--- src/rtl/hazard_stall_controller.sv ---
// hazard_stall_controller: load-use stall, branch flush, EX/MEM/WB forwarding selects
// and saturating stall/flush event counters for the 5-stage pipeline.
module hazard_stall_controller #(
   parameter int REG_W = 4,
   parameter int CNT_W = 8
) (
   input  logic             clk,
   input  logic             R,
   input  logic [REG_W-1:0] id_rn,
   input  logic [REG_W-1:0] id_rm,
   input  logic             id_rn_used,
   input  logic             id_rm_used,
   input  logic [REG_W-1:0] id_rd,
   input  logic             id_rf_enable,
   input  logic             id_load_instr,
   input  logic             ex_branch_taken,
   output logic             LE,
   output logic             S,
   output logic             flush_if,
   output logic [1:0]       fwd_a,
   output logic [1:0]       fwd_b,
   output logic [1:0]       state,
   output logic [CNT_W-1:0] stall_cnt,
   output logic [CNT_W-1:0] flush_cnt
);
   typedef enum logic [1:0] {RST = 2'b00, RUN = 2'b01, STALL = 2'b10, FLUSH = 2'b11} state_t;
   typedef struct packed {
      logic             rf_en;
      logic             load;
      logic [REG_W-1:0] rd;
   } tag_t;
   localparam logic [REG_W-1:0] PC_REG = '1;
   state_t cur, nxt;
   tag_t ex_tag, mem_tag, wb_tag;
   logic in_rst, rn_hit, rm_hit, load_use;

   // A load still in EX has no data yet; the stall covers it, so report regfile.
   function automatic logic [1:0] fwd_sel(input logic used, input logic [REG_W-1:0] src,
                                          input tag_t ex, input tag_t mem, input tag_t wb);
      if (!used || src == PC_REG) return 2'b00;
      if (ex.rf_en && ex.rd == src) return ex.load ? 2'b00 : 2'b01;
      if (mem.rf_en && mem.rd == src) return 2'b10;
      if (wb.rf_en && wb.rd == src) return 2'b11;
      return 2'b00;
   endfunction

   always_comb begin
      in_rst   = (cur == RST);
      rn_hit   = id_rn_used && (id_rn == ex_tag.rd);
      rm_hit   = id_rm_used && (id_rm == ex_tag.rd);
      load_use = !in_rst && ex_tag.load && ex_tag.rf_en && (rn_hit || rm_hit);
      LE       = !in_rst && (ex_branch_taken || !load_use);
      S        = in_rst || ex_branch_taken || load_use;
      flush_if = !in_rst && ex_branch_taken;
      fwd_a    = in_rst ? 2'b00 : fwd_sel(id_rn_used, id_rn, ex_tag, mem_tag, wb_tag);
      fwd_b    = in_rst ? 2'b00 : fwd_sel(id_rm_used, id_rm, ex_tag, mem_tag, wb_tag);
      nxt      = in_rst ? RUN : ex_branch_taken ? FLUSH : load_use ? STALL : RUN;
   end

   assign state = cur;

   always_ff @(posedge clk or negedge R) begin
      if (!R) begin
         cur       <= RST;
         ex_tag    <= '0;
         mem_tag   <= '0;
         wb_tag    <= '0;
         stall_cnt <= '0;
         flush_cnt <= '0;
      end else begin
         cur <= nxt;
         if (!in_rst) begin
            ex_tag  <= S ? '0 : {id_rf_enable, id_load_instr, id_rd};
            mem_tag <= ex_tag;
            wb_tag  <= mem_tag;
         end
         if (nxt == STALL && stall_cnt != '1) stall_cnt <= stall_cnt + CNT_W'(1);
         if (nxt == FLUSH && flush_cnt != '1) flush_cnt <= flush_cnt + CNT_W'(1);
      end
   end
endmodule

--- config.mk ---
export PLATFORM = sky130hd
export DESIGN_NAME = hazard_stall_controller
export DESIGN_NICKNAME = d
export VERILOG_FILES = /design/src/rtl/hazard_stall_controller.sv
export SDC_FILE = /design/constraint.sdc
export NUM_CORES = 1
export LEC_CHECK = 0
export BUFFER_PORTS_ARGS = -buffer_cell sky130_fd_sc_hd__buf_2
export CORE_MARGIN = 2
export CORE_UTILIZATION = 40
export CTS_CLUSTER_SIZE = 20
export DETAILED_ROUTE_END_ITERATION = 10
export SYNTH_ARGS = -nofsm -noshare
export SYNTH_HDL_FRONTEND = slang
export SYNTH_SLANG_ARGS = --single-unit
--- constraint.sdc ---
create_clock -name clk -period 1.94 [get_ports clk]
set_input_delay 0.388 -clock clk [delete_from_list [all_inputs] [get_ports clk]]
set_output_delay 0.388 -clock clk [all_outputs]
set_load 0.01 [all_outputs]
==> flow_summary.ini <==
[run_status]
status = finished with violations
violations = negative setup slack

[power_and_ir_drop]
power_density_mw_per_mm2 = 737
leakage_nw = 1.27
vdd_ir_drop_max_mv = 0.515
p_total_mw = 1.89

[final_layout]
drive_above_1_share = 0.389
fillCellCount = 427
fin_util = 0.577
area_growth_syn_to_layout_pct = 37.2
multi_input_comb_area_mm2 = 0.00108
final-seq-area_um2 = 852
antenna_cells = 0
fin_nets = 290

[yosys]
ys_ff_latch = 34
synth_warnings = 0
syn_area_mm2 = 0.00187
async_flop_share = 1.00
syn_nets = 218
synth_cell_types = 33
ys.flop_type = dfrtp_1
synth_top_cell_by_area = dfrtp_1
synth-edff-count = 0
yosysTopAreaCellShare = 0.455
synth-seq-area-share = 0.455
synthCells = 197
syn_avg_cell_area_um2 = 9.50
synth.area.top_cells = dfrtp_1 45%, xor2_1 10%, nand2_1 10%

[sta]
finalWorstSetupSlack_ns = -0.310
setup_viol = 13
fin_skew_ns = 0.00466
fmax_mhz = 444
tightest_slew_ns = 0.784
post-route-period-util = 1.16
layout_min_cycle_time_ns = 2.25
rsz0062_at_grt = yes
timing.slew.headroom = 0.477
hold_viol = 0
finalSetupTns_ns = -1.81
maxSlewViolCount = 0

[detailed_routing]
dr.pass1.iters = 4
wire_per_inst_um = 13.9
routed_wl_mm = 4.47
via_count = 1639
ant_nets = 0
drt_iter0_drc = 56
drc = 0
via_per_inst = 5.09

[floorplanning]
dieArea_mm2 = 0.00524
ios = 44
core_area_mm2 = 0.00444
start_util = 0.421
die_x_um = 72.4
fp-row-count = 24
die_h_um = 72.4

[worst_setup_path]
cp_slowest_cell = dfrtp_1
cp_max_fo = 4
crit_buf_inv = 1
worstPathCellList = or2_1, and3_4, and3_1, a311o_2, nand2b_4, buf_6
crit_family = simple AND/OR/NAND/NOR gates
cp-end-kind = output pin
critical_path_depth = 6
cp-start-kind = flop
crit_type = reg2out
arrival_ns = 1.86
required_ns = 1.55
reg2reg_depth = 8
critPathMaxStageDelay_ns = 0.38

[grt]
grt_pass1_vias = 1555
grt_pass1_wl_mm = 7.49
grt_overflow = 0
grt_max_degree = 35
antenna_found_initial = 0
gr-usage-all-layers = 0.186

[clock_tree]
root_buffer = clkbuf_8
clock-sinks = 34
cts_tree = done
hold_buffers = 0
cts-buffers-inserted = 5
cts.path.max_buffers = 2
insertion_delay_ns = 0.29
clkTransAtPathRegs_ns = 0.07
cts-htree-levels = 2

[placement]
io_buffers = 43
dp_hpwl_mm = 3.25
place_ws_ns = -0.137
gp_congestion = 0.823

[run]
max_cap_viol_count = 0

[hold_path]
hp-class = in2async
-- kinds of logic (layout without fill, tap and decap cells) --
family,after synthesis,count (layout),share of synthesized area
AOI/OAI and AO/OA,21,21,0.0763
xor gates and xnor gates,36,36,0.169
adders and majority gates,2,2,0.0134
buffers and inverters,7,80,0.0181
DFF,34,34,0.455
muxes,3,3,0.0194
and+or+nand+nor,94,94,0.249
-- cell usage after synthesis, types with 3 or more instances --
| cell type | count |
|---|---|
| xor2_1 | 22 |
| xnor2_1 | 14 |
| o21ai_0 | 6 |
| nand2_1 | 51 |
| a31oi_1 | 3 |
| nor3_1 | 4 |
| clkbuf_1 | 3 |
| o211ai_1 | 4 |
| and3_1 | 7 |
| nor2_1 | 6 |
| nand3_1 | 11 |
| a21oi_1 | 3 |
| dfrtp_1 | 34 |
-- through the flow --
step,hold slack (ns),area [um^2],std cells
4_1_cts,0.197,2510,320
6_report,0.173,2570,322
3_3_place_gp,0.480,2320,309
3_5_place_dp,0.477,2320,309
2_1_floorplan,0.0924,1880,197
5_1_grt,0.227,2570,322
-- what timing repair did --
| item | in CTS | in global routing |
|---|---|---|
| setup buffers | 5 | 3 |
| setup endpoints to repair | 6 | 15 |
| gates resized for setup | 17 | 13 |
| cloned | 0 | 0 |
| pin swaps | 8 | 2 |
-- metal layers --
layer  vias up  wire length [um]  GRT usage
li1        816                 -          -
met1       775              2110      0.248
met2        37              2060      0.283
met3        11               193     0.0569
met4         0               110     0.0782
met5         -                 0          0
-- cell type report --
cell class / count / share of cell area
clock buffer: 6 / 0.0322
multi-input combinational: 156 / 0.422
tap: 52 / 0.0254
sequential: 34 / 0.332
inverter: 2 / 0.00293
clock inverter: 2 / 0.00488
timing repair buffer: 70 / 0.180
-- flip-flops by register name, summed over array words and instances (netlist names) --
register / count
ex_tag: 6
flush_cnt: 8
mem_tag: 5
stall_cnt: 8
state: 2
wb_tag: 5
-- final timing paths --
path / start / to / slack [ns]
min: R / ex_tag[2]$_DFFE_PN0N_ / 0.17
max reg2reg: ex_tag[2]$_DFFE_PN0N_ / stall_cnt[1]$_DFFE_PN0P_ / -0.12
min in group clk: id_rd[3] / ex_tag[3]$_DFFE_PN0N_ / 0.33
min reg2reg: flush_cnt[5]$_DFFE_PN0P_ / flush_cnt[5]$_DFFE_PN0P_ / 0.48
max in group asynchronous: R / ex_tag[2]$_DFFE_PN0N_ / 1.23
max: state[1]$_DFF_PN0_ / S / -0.31
-- layout by cell type, fill, tap and decap left out, types with 2 or more instances in the layout --
cell type and count:
a21oi_2 2, a31oi_1 3, and3_1 6, and4b_2 2, buf_2 42, buf_4 20, buf_6 6, clkbuf_8 6
dfrtp_1 33, ha_1 2, inv_1 2, nand2_1 49, nand2_2 2, nand3_1 9, nand3_2 2, nand4_1 2
nor2_1 6, nor3_1 3, nor4_4 2, o211ai_1 4, o21ai_0 5, o21ai_4 2, or2_4 2, xnor2_1 13
xor2_1 20, xor2_2 2
-- where the power goes --
group	total [mW]	internal (mW)	switching [mW]
Sequential	0.908	0.804	0.104
Clock	0.551	0.285	0.266
Combinational	0.433	0.212	0.221
Total	1.89	1.30	0.590
Note: power is estimated with default switching activity, not from simulation.
